[src/rtl/axi_slave_wr_ctrl_pkg.sv]
// axi_slave_wr_ctrl_pkg: shared AXI widths, encodings and write-FSM states.
package axi_slave_wr_ctrl_pkg;
   localparam int AXI_IDS_BITS  = 8;
   localparam int AXI_ADDR_BITS = 32;
   localparam int AXI_LEN_BITS  = 4;
   localparam int AXI_SIZE_BITS = 3;
   localparam logic [1:0] AXI_BURST_FIXED = 2'b00;
   localparam logic [1:0] AXI_BURST_INCR  = 2'b01;
   localparam logic [1:0] AXI_RESP_OKAY   = 2'b00;
   localparam logic [1:0] AXI_RESP_SLVERR = 2'b10;
   localparam logic [AXI_SIZE_BITS-1:0] AXI_SIZE_WORD = 3'b010;
   typedef enum logic [1:0] {IDLE, DATA, RESP} wr_state_e;
endpackage

[src/rtl/axi_slave_wr_ctrl.sv]
// axi_slave_wr_ctrl: single-burst AXI write slave driving a word-addressed SRAM port.
module axi_slave_wr_ctrl
   import axi_slave_wr_ctrl_pkg::*;
#(
   parameter int ADDR_WORDS = 16384
) (
   input  logic                     clk,
   input  logic                     rst,
   input  logic [AXI_IDS_BITS-1:0]  awid_i,
   input  logic [AXI_ADDR_BITS-1:0] awaddr_i,
   input  logic [AXI_LEN_BITS-1:0]  awlen_i,
   input  logic [AXI_SIZE_BITS-1:0] awsize_i,
   input  logic [1:0]               awburst_i,
   input  logic                     awvalid_i,
   output logic                     awready_o,
   input  logic [31:0]              wdata_i,
   input  logic [3:0]               wstrb_i,
   input  logic                     wlast_i,
   input  logic                     wvalid_i,
   output logic                     wready_o,
   output logic [AXI_IDS_BITS-1:0]  bid_o,
   output logic [1:0]               bresp_o,
   output logic                     bvalid_o,
   input  logic                     bready_i,
   output logic                     mem_cs_o,
   output logic [3:0]               mem_we_o,
   output logic [13:0]              mem_addr_o,
   output logic [31:0]              mem_di_o
);
   localparam logic [31:0] WORDS = 32'(ADDR_WORDS);
   localparam logic [31:0] LIMIT = 32'(4 * ADDR_WORDS);

   wr_state_e               state, state_n;
   logic [AXI_IDS_BITS-1:0] id_q;
   logic [13:0]             addr_q;
   logic [AXI_LEN_BITS-1:0] len_q, cnt_q;
   logic                    incr_q, err_q;
   logic                    aw_hs, w_hs, last, in_range, bad_beat, aw_err;

   always_comb begin
      aw_hs    = awvalid_i & awready_o;
      w_hs     = wvalid_i & wready_o;
      in_range = 32'(addr_q) < WORDS;
      last     = wlast_i | (cnt_q == len_q);
      // a beat is bad on a WLAST/len disagreement, or if INCR walks off the end with beats left
      bad_beat = (wlast_i & (cnt_q < len_q)) | (~wlast_i & (cnt_q == len_q))
               | (incr_q & ~last & (32'(addr_q) + 32'd1 >= WORDS));
      aw_err   = (awsize_i != AXI_SIZE_WORD)
               | ~((awburst_i == AXI_BURST_FIXED) | (awburst_i == AXI_BURST_INCR))
               | (awaddr_i >= LIMIT);
      state_n  = state;
      state_n  = (state == IDLE && aw_hs) ? DATA :
                 (state == DATA && w_hs && last) ? RESP :
                 (state == RESP && bready_i) ? IDLE : state;
   end

   assign awready_o  = (state == IDLE) & rst;
   assign wready_o   = state == DATA;
   assign bvalid_o   = state == RESP;
   assign bid_o      = id_q;
   assign bresp_o    = (bvalid_o & err_q) ? AXI_RESP_SLVERR : AXI_RESP_OKAY;
   assign mem_cs_o   = w_hs & ~err_q & in_range;
   assign mem_we_o   = mem_cs_o ? wstrb_i : 4'd0;
   assign mem_addr_o = mem_cs_o ? addr_q : 14'd0;
   assign mem_di_o   = mem_cs_o ? wdata_i : 32'd0;

   always_ff @(posedge clk or negedge rst)
      if (!rst) state <= IDLE;
      else      state <= state_n;

   always_ff @(posedge clk or negedge rst)
      if (!rst) begin
         id_q   <= '0;
         addr_q <= '0;
         len_q  <= '0;
         cnt_q  <= '0;
         incr_q <= 1'b0;
         err_q  <= 1'b0;
      end else if (aw_hs) begin
         id_q   <= awid_i;
         addr_q <= awaddr_i[15:2];
         len_q  <= awlen_i;
         cnt_q  <= '0;
         incr_q <= awburst_i == AXI_BURST_INCR;
         err_q  <= aw_err;
      end else if (w_hs) begin
         cnt_q  <= cnt_q + 4'd1;
         err_q  <= err_q | bad_beat;
         if (incr_q) addr_q <= addr_q + 14'd1;
      end
endmodule

[config.mk]
export PLATFORM = sky130hd
export DESIGN_NAME = axi_slave_wr_ctrl
export DESIGN_NICKNAME = d
export VERILOG_FILES = /design/src/rtl/axi_slave_wr_ctrl_pkg.sv /design/src/rtl/axi_slave_wr_ctrl.sv
export SDC_FILE = /design/constraint.sdc
export NUM_CORES = 1
export LEC_CHECK = 0
export ABC_AREA = 1
export BUFFER_PORTS_ARGS = -buffer_cell sky130_fd_sc_hd__buf_4
export CAP_MARGIN = 20
export CORE_MARGIN = 2
export CORE_UTILIZATION = 42
export CTS_CLUSTER_SIZE = 14
export DETAILED_ROUTE_END_ITERATION = 10
export PLACE_DENSITY = 0.82
export REMOVE_ABC_BUFFERS = 1
export SLEW_MARGIN = 40
export SYNTH_ARGS = -nofsm -noshare
export SYNTH_HDL_FRONTEND = slang
export SYNTH_SLANG_ARGS = --single-unit
export TNS_END_PERCENT = 50
[constraint.sdc]
create_clock -name clk -period 1.6 [get_ports clk]
set_input_delay 0.08 -clock clk [delete_from_list [all_inputs] [get_ports clk]]
set_output_delay 0.08 -clock clk [all_outputs]
set_load 0.03 [all_outputs]
==> reports/metrics.csv, run 1 <==
stage,metric,value,unit
floorplanning,fp.dieArea,6140,µm²
final_layout,num_antenna_cells,0,
drt,dr.first_iter.drc_count,162,
final_layout,finalNetCount,613,
yosys,synthTopCellsByArea,"dfrtp_1 (37%), nand2_1 (11%), inv_1 (11%), nor2_1 (11%), ha_1 (3.2%)",
sta,setup_viol,6,
setup_path,rrSetupSlack,70,ps
drt,vias,2856,
global_routing,grt-ovfl-total,0,
setup_path,start_kind,flop,
sta,fin_crit_sh,101,%
floorplanning,fp-row-count,27,
sta,skew,4.26,ps
yosys,synthAdderAreaFrac,3.23,%
yosys,async_flop_share,100,%
yosys,synth_compound_area_share,10.8,%
clock_network,clk_path_buf_depth,2,
drt,post-route-drc-count,0,
yosys,ys_warn_count,0,
yosys,ys_types,34,
clock_network,cts_buffers,5,
global_routing,grt_use_total,24.2,%
setup_path,r2r_end,addr_q[7],
drt,via_per_inst,4.85,
status,status,"complete, but fails checks",
global_routing,grt_pass1_vias,2626,
drt,drt_wl_total,8120,µm
sta,finalSetupTns,-42.6,ps
yosys,syn-instance-count,338,
floorplanning,initial_core_util,42.9,%
sta,maxSlewViolCount,0,
yosys,synth_seq_area_share,36.7,%
status,violations,setup timing,
yosys,synth_edf_count,0,
setup_path,worstPathMaxFanout,25,
yosys,yosys.area.top_type,dfrtp_1,
flow_run,maxCapViolCount,0,
final_layout,drive_gt1_share,41.4,%
yosys,avgSynthCellArea,6.87,µm²
yosys,ys.flop_type,dfrtp_1,
final_layout,fillers,400,
clock_network,cts_htree_levels,2,
drt,wire_per_inst,13.8,µm
setup_path,cp-end-kind,output port,
sta,finalCriticalPeriod,1620,ps
pwr,leakagePower,2.29,nW
placement,io_buffers,151,
setup_path,cp-endpoint,mem_we_o[2],
setup_path,ff2ff_path_depth,10,
placement,gp_congestion,0.841,
pwr,peakVddDrop,0.000988,V
sta,hold_viol_final,0,
floorplanning,fp.dieH,78.3,µm
global_routing,grt_max_degree,51,
yosys,synth.area.mux_share,0,%
yosys,synth_top_area_share,36.7,%
placement,placed_cells,559,
clock_network,clk-insertion-delay-late,290,ps
sta,layout_setup_ws,-22.9,ps
pwr,p_per_area,1140,nW/µm²
final_layout,stdcell_count,589,
sta,rsz0062_at_grt,yes,
yosys,synth-simple-area-share,31.3,%
drt,ant_nets,0,
clock_network,tritoncts,yes,
setup_path,crit_arrival,1540,ps
setup_path,r2r-start,state[1],
clock_network,clock-root-buffer,clkbuf_8,
setup_path,cp.required,1520,ps
yosys,synthTopCellsByCount,"nand2_1 (69), inv_1 (68), nor2_1 (66), dfrtp_1 (34), o21ai_0 (15)",
clock_network,clk_pin_slew,70,ps
floorplanning,die_x,78.3,µm
floorplanning,io_pins,155,
global_routing,antenna_found_initial,0,
floorplanning,core,5410,µm²
yosys,synth_area,2320,µm²
yosys,post-synth-top-count-cell,nand2_1,
yosys,synth-xor-area-share,1.51,%
drt,dr.pass1.iters,4,
setup_path,path_class,reg2out,
hold_path,hp-class,in2reg,
setup_path,cp-startpoint,state[1],
yosys,synth_top_family_by_area,simple AND/OR/NAND/NOR gates,
yosys,ys_ff_latch,34,
clock_network,cts_sinks,34,
placement,dp_hpwl,5530,µm
final_layout,areaGrowthSynthToFinish,74.3,%
sta,timing.fmax,0.616,GHz
global_routing,grt_pass1_wl,11700,µm
==> routing by layer <==
metal	vias to the layer above	wire, µm	global-route usage [%]
met3	13	592	6.44
li1	1391	-	-
met4	0	118	6.32
met1	1343	2970	25.7
met2	109	4440	47.0
met5	-	0	0
==> worst min path at each step <==
stage	startpoint	end	slack [ps]	cells past startpoint
floorplan	rst	addr_q[0]	-220	0
global placement	rst	state[0]	150	2
detailed placement	rst	state[0]	150	2
CTS	awaddr_i[7]	addr_q[5]	10	3
global route	awaddr_i[7]	addr_q[5]	20	3
finish	awlen_i[3]	len_q[3]	10	3
==> final cells by class <==
cell class,count,area (µm²),area share (%)
tap,72,90.1,2.23
sequential,34,852,21.1
clock inverter,1,5.00,0.124
inverter,72,278,6.86
clock buffer,7,86.3,2.13
multi-input combinational,220,1200,29.6
timing repair buffer,183,1540,38.0
==> logic make-up after synthesis <==
kind of cell             count (synthesis)
AO/OA/AOI/OAI                           42
XOR/XNOR                                 4
adder cells (fa/ha/maj)                  6
buffers and inverters                   84
flip-flops                              34
other                                    1
AND/OR/NAND/NOR                        167
==> timing repair <==
| action | 4_1_cts | 5_1_grt |
|---|---|---|
| endpoints found under the setup margin | 50 | 66 |
| endpoints found under the hold margin | 46 | 0 |
| hold buffers | 13 | 0 |
| pin swaps | 2 | 3 |
| gates resized for setup | 6 | 46 |
| cloned | 0 | 3 |
| buffers inserted | 3 | 3 |
==> critical path: stages, from the launching register on <==
cell	delay, ps
dfrtp_1	410
nor2_4	120
nand2_4	70
nor2_4	110
inv_4	70
buf_12	160
nor2_1	120
buf_4	180
==> state kept, by name (all words and copies together), names as in the netlist <==
name and flops:
addr_q 14, bid_o 8, cnt_q 4, len_q 4
state 2, err_q 1, incr_q 1
==> layout by cell type (no fill, tap or decap), drive strengths merged <==
cell	instances
nand3b	1
buf	168
nand3	9
xor2	3
dfrtp	34
ha	6
a31oi	1
o21bai	3
o22ai	5
nand2	72
a211oi	1
nor4	5
a21oi	12
o221ai	2
xnor2	1
nor3	8
inv	72
nand4	3
o211ai	2
o21ai	16
conb	1
clkbuf	9
dlygate4sd3	13
clkinv	1
nor2	69
==> where the power goes <==
group          switching [mW]  leakage [nW]  internal, mW
Combinational            1.39          1.83          1.02
Clock                   0.315        0.0482         0.347
Sequential              0.304         0.406          1.25
==> through the flow <==
step / total power, mW / hold slack [ps] / util, % / area [µm²] / worst slack (ps)
final: 4.62 / 10.6 / 74.9 / 4050 / -22.9
after detailed placement: 3.68 / 154 / 65.7 / 3550 / 68.2
after CTS: 4.45 / 14.0 / 70.4 / 3810 / -12.8
after floorplan: 2.88 / -216 / - / 2210 / -694
after global routing: 4.98 / 16.5 / 74.9 / 4050 / -83.7
after global placement: 3.60 / 155 / 65.7 / 3550 / 109
Power figures use the tool's default switching activity.
==> inputs of run 2 (changes only) <==
SETUP_SLACK_MARGIN = 0.5   (was default)
==> run 2 against run 1 <==
The run still ends with setup timing left; flip-flop and latch count is the same; global-route usage shrank 0.22 points; sequential share of layout area shrank 1.4 points; final cell count grew 1.2%; setup slack lost 27 ps; critical path type unchanged; largest cell class unchanged; highest routed layer unchanged.
==> reports/metrics.csv, run 2 (synthesis gave the netlist of run 1 again) <==
stage,metric,value,unit
floorplanning,fp-row-count,27,
placement,io_buffers,151,
setup_path,cp.required,1520,ps
sta,timing.fmax,0.606,GHz
sta,holdWs,6.57,ps
status,violations,setup timing,
setup_path,crit_arrival,1570,ps
pwr,peakVddDrop,0.00105,V
global_routing,top_usage_layer,met2,
status,status,"complete, but fails checks",
sta,hold_viol_final,0,
floorplanning,core,5410,µm²
clock_network,clock-root-buffer,clkbuf_8,
setup_path,start_kind,flop,
global_routing,grt_pass1_wl,11600,µm
floorplanning,die_x,78.3,µm
clock_network,cts_htree_levels,2,
drt,wire_per_inst,14.8,µm
drt,dr.pass1.iters,4,
placement,dp_hpwl,5530,µm
final_layout,drive_gt1_share,47.5,%
drt,vias,2921,
global_routing,grt-ovfl-total,0,
final_layout,largest-register,addr_q,
placement,gp_congestion,0.841,
floorplanning,fp.dieH,78.3,µm
final_layout,largest_reg_flops,14,
global_routing,grt_use_met2,47.0,%
global_routing,grt_pass1_vias,2613,
clock_network,clk_pin_slew,70,ps
sta,rsz0062_at_grt,yes,
final_layout,layout_common_cells,"buf_4 (142), nand2_1 (66), inv_1 (65)",
placement,dpl_cell_area,3550,µm²
sta,setup_viol,17,
hold_path,hp-class,in2reg,
global_routing,grt_use_total,24.0,%
drt,via_per_inst,4.90,
setup_path,path_class,reg2out,
drt,drt_wl_total,8850,µm
clock_network,cts_sinks,34,
final_layout,num_antenna_cells,0,
setup_path,cp-end-kind,output port,
clock_network,tritoncts,yes,
final_layout,final_area,4340,µm²
sta,maxSlewViolCount,0,
sta,skew,5.35,ps
final_layout,areaGrowthSynthToFinish,87.1,%
floorplanning,fp.dieArea,6140,µm²
final_layout,final_common_cell,buf_4,
clock_network,cts_buffers,5,
pwr,leakagePower,2.36,nW
floorplanning,io_pins,155,
global_routing,use_met3,6.44,%
flow_run,maxCapViolCount,0,
final_layout,fillers,353,
clock_network,clk_path_buf_depth,2,
global_routing,grt_max_degree,51,
sta,layout_setup_ws,-50.3,ps
floorplanning,initial_core_util,42.9,%
setup_path,worstPathMaxFanout,12,
drt,post-route-drc-count,0,
clock_network,clk-insertion-delay-late,300,ps
sta,finalCriticalPeriod,1650,ps
sta,fin_crit_sh,103,%
global_routing,antenna_found_initial,0,
pwr,p_per_area,1170,nW/µm²
global_routing,grt_use_met1,25.0,%
setup_path,rrSetupSlack,20,ps
drt,ant_nets,0,
final_layout,finalNetCount,620,
drt,dr.first_iter.drc_count,263,
==> run 2: cell type report <==
cell class	instances	area [µm²]	area share (%)
sequential	34	855	19.7
multi-input combinational	221	1360	31.3
inverter	72	290	6.69
timing repair buffer	189	1660	38.2
clock buffer	7	86.3	1.99
tap	72	90.1	2.07
clock inverter	1	5.00	0.115
==> run 2: worst paths after layout <==
path	end	cells past startpoint	start
min	len_q[3]	3	awlen_i[3]
min in group asynchronous	state[0]	3	rst
max in group asynchronous	cnt_q[1]	3	rst
max	mem_di_o[18]	8	state[0]
max reg2reg	cnt_q[2]	9	state[1]
min reg2reg	bid_o[1]	2	bid_o[1]
==> run 2: repair_timing <==
action                     CTS  global route
pin swaps                    3            17
buffers inserted             3             8
gates resized for setup      7           103
hold buffers                13             0
setup endpoints to repair   89            89
cloned                       0             5
hold endpoints to repair    46             0
==> run 2: power by group <==
group	internal, mW	switching (mW)
clock network	0.347	0.321
registers	1.25	0.351
logic	1.23	1.57
==> run 2: stage by stage <==
| stage | setup TNS [ps] | setup WS [ps] | cells | utilization [%] | power, mW |
|---|---|---|---|---|---|
| floorplan | -47470 | -694 | 326 | - | 2.88 |
| global placement | 0 | 109 | 559 | 65.7 | 3.60 |
| detailed placement | 0 | 68.2 | 559 | 65.7 | 3.68 |
| CTS | 0 | 4.22 | 583 | 70.6 | 4.46 |
| global route | -2790 | -101 | 596 | 80.3 | 5.40 |
| finish | -248 | -50.3 | 596 | 80.3 | 5.07 |
==> run 2: per-layer routing <==
metal,up-vias,routed length [µm]
li1,1406,-
met1,1371,3110
met2,137,4980
met3,7,670
met4,0,85
met5,-,0
==> run 2: critical path, cell delays in order, from the launching register on <==
cell and delay, ps:
dfrtp_2 370, inv_2 50, nor2_4 120, nand2_4 70, nor2_4 110, inv_4 70
buf_8 160, nor2_1 130, buf_4 180
==> inputs of run 3 (changes only) <==
HOLD_SLACK_MARGIN = 0.03   (was default)
==> run 3 against run 2 <==
The run still ends with setup timing left; setup slack worse by 3.0 ps; final cell count rose by 0.34%; global-route usage grew 0.20 points; sequential share of layout area fell by 0.090 points; combinational power is essentially flat; sequential power about the same; routed wire length shrank 1.1%; critical endpoint is now mem_di_o[17]; non-clock buffer count increased by 2; largest cell class unchanged; register-to-register slack better by 20 ps; clock power fell by 1%.
==> reports/metrics.csv, run 3 (synthesis gave the netlist of run 1 again) <==
stage,metric,value,unit
drt,ant_nets,0,
setup_path,worstPathMaxFanout,25,
pwr,netSwitchingFraction,44.0,%
drt,via_per_inst,4.98,
setup_path,crit_arrival,1570,ps
pwr,pwr-share-clk,13.1,%
pwr,net-switching-power,2.23,mW
pwr,p_per_area,1160,nW/µm²
pwr,totalPowerFinal,5.06,mW
global_routing,grt_pass1_vias,2630,
setup_path,cp-startpoint,state[0],
global_routing,antenna_found_initial,0,
pwr,leakagePower,2.37,nW
placement,gp_congestion,0.841,
floorplanning,die_x,78.3,µm
drt,dr.first_iter.drc_count,209,
pwr,peakVddDrop,0.000961,V
floorplanning,io_pins,155,
sta,finalCriticalPeriod,1650,ps
clock_network,clk_pin_slew,70,ps
final_layout,seq_area,855,µm²
clock_network,clock-root-buffer,clkbuf_8,
sta,skew,4.06,ps
clock_network,cts_sinks,34,
setup_path,r2r-start,state[1],
sta,layout_setup_ws,-53.2,ps
pwr,intPower,2.83,mW
sta,maxSlewViolCount,0,
setup_path,path_class,reg2out,
final_layout,finalNetCount,622,
floorplanning,fp.dieH,78.3,µm
clock_network,cts_buffers,5,
drt,wire_per_inst,14.6,µm
placement,place_ws,68.2,ps
floorplanning,fp-row-count,27,
drt,dr.pass1.iters,4,
drt,vias,2980,
setup_path,rrSetupSlack,40,ps
clock_network,clk-insertion-delay-late,290,ps
final_layout,drive_gt1_share,47.3,%
final_layout,layout_common_cells,"buf_4 (142), nand2_1 (66), inv_1 (65)",
setup_path,cp-end-kind,output port,
sta,setup_viol,12,
final_layout,final_core_util,80.7,%
final_layout,fillers,340,
drt,drt_wl_total,8750,µm
sta,fin_crit_sh,103,%
placement,io_buffers,151,
global_routing,grt_use_total,24.2,%
global_routing,grt-ovfl-total,0,
setup_path,start_kind,flop,
sta,timing.fmax,0.605,GHz
pwr,pwr-share-comb,55.2,%
floorplanning,core,5410,µm²
global_routing,grt_max_degree,51,
sta,hold_viol_final,0,
floorplanning,initial_core_util,42.9,%
clock_network,tritoncts,yes,
final_layout,num_antenna_cells,0,
clock_network,clk_path_buf_depth,2,
pwr,seqPwrFrac,31.7,%
status,violations,setup timing,
sta,rsz0062_at_grt,yes,
clock_network,cts_htree_levels,2,
final_layout,largest_reg_flops,14,
final_layout,areaGrowthSynthToFinish,87.9,%
global_routing,grt_pass1_wl,11700,µm
setup_path,cp.required,1520,ps
setup_path,r2r_end,err_q,
placement,dp_hpwl,5530,µm
final_layout,final_common_cell,buf_4,
hold_path,hp-class,in2reg,
final_layout,multiInputGateArea,1360,µm²
drt,post-route-drc-count,0,
floorplanning,fp.dieArea,6140,µm²
status,status,"complete, but fails checks",
flow_run,maxCapViolCount,0,
setup_path,cp-endpoint,mem_di_o[17],
final_layout,largest-register,addr_q,
setup_path,ff2ff_path_depth,10,
[run 3: layout make-up]
type | instances | share of cell area [%]
clock buffers | 7 | 1.98
repair buffers | 191 | 38.5
clock inverters | 1 | 0.115
well taps | 72 | 2.07
multi-input cells | 221 | 31.1
inverters | 72 | 6.66
flip-flops and latches | 34 | 19.6
[run 3: how the worst min path moves through the flow]
| stage | from | end | slack, ps | cells after the start |
|---|---|---|---|---|
| detailed placement | rst | state[0] | 150 | 2 |
| global route | awaddr_i[2] | addr_q[0] | 40 | 3 |
| finish | awaddr_i[2] | addr_q[0] | 30 | 3 |
| global placement | rst | state[0] | 150 | 2 |
| CTS | awaddr_i[2] | addr_q[0] | 40 | 3 |
| floorplan | rst | addr_q[0] | -220 | 0 |
[run 3: routing by layer]
metal	vias to the layer above	part of all wire, %	GRT usage [%]
li1	1407	-	-
met1	1392	35	25.4
met2	161	55	47.2
met3	20	8.1	6.44
met4	0	1.8	6.32
met5	-	0	0
[run 3: critical path, cell delays in order (launching register included)]
cell	delay [ps]
dfrtp_2	370
inv_2	50
nor2_4	120
nand2_4	70
nor2_4	110
inv_4	70
buf_12	160
nor2_1	140
buf_4	180
[run 3: power groups by stage]
stage | sequential, mW | combinational (mW) | clock [mW]
after detailed placement | 1.56 | 2.12 | 0
after global placement | 1.55 | 2.05 | 0
after floorplan | 1.70 | 1.18 | 0
final | 1.61 | 2.79 | 0.661
after global routing | 1.65 | 3.05 | 0.704
after CTS | 1.54 | 2.25 | 0.669
[run 3: repair_timing]
action                                  in CTS  in global routing
buffers inserted                             3                  8
pin swaps                                    3                 17
hold buffers                                15                  0
gates resized for setup                      7                103
gates cloned                                 0                  5
endpoints found under the setup margin      89                 89
endpoints found under the hold margin       48                  0
[run 3: stage by stage]
step | std cells | cell area [µm²] | setup TNS [ps] | hold slack (ps)
after global placement | 559 | 3550 | 0 | 155
after global routing | 598 | 4360 | -2710 | 35.9
after detailed placement | 559 | 3550 | 0 | 154
final | 598 | 4360 | -196 | 33.5
after CTS | 585 | 3840 | 0 | 36.9
after floorplan | 326 | 2210 | -47470 | -216
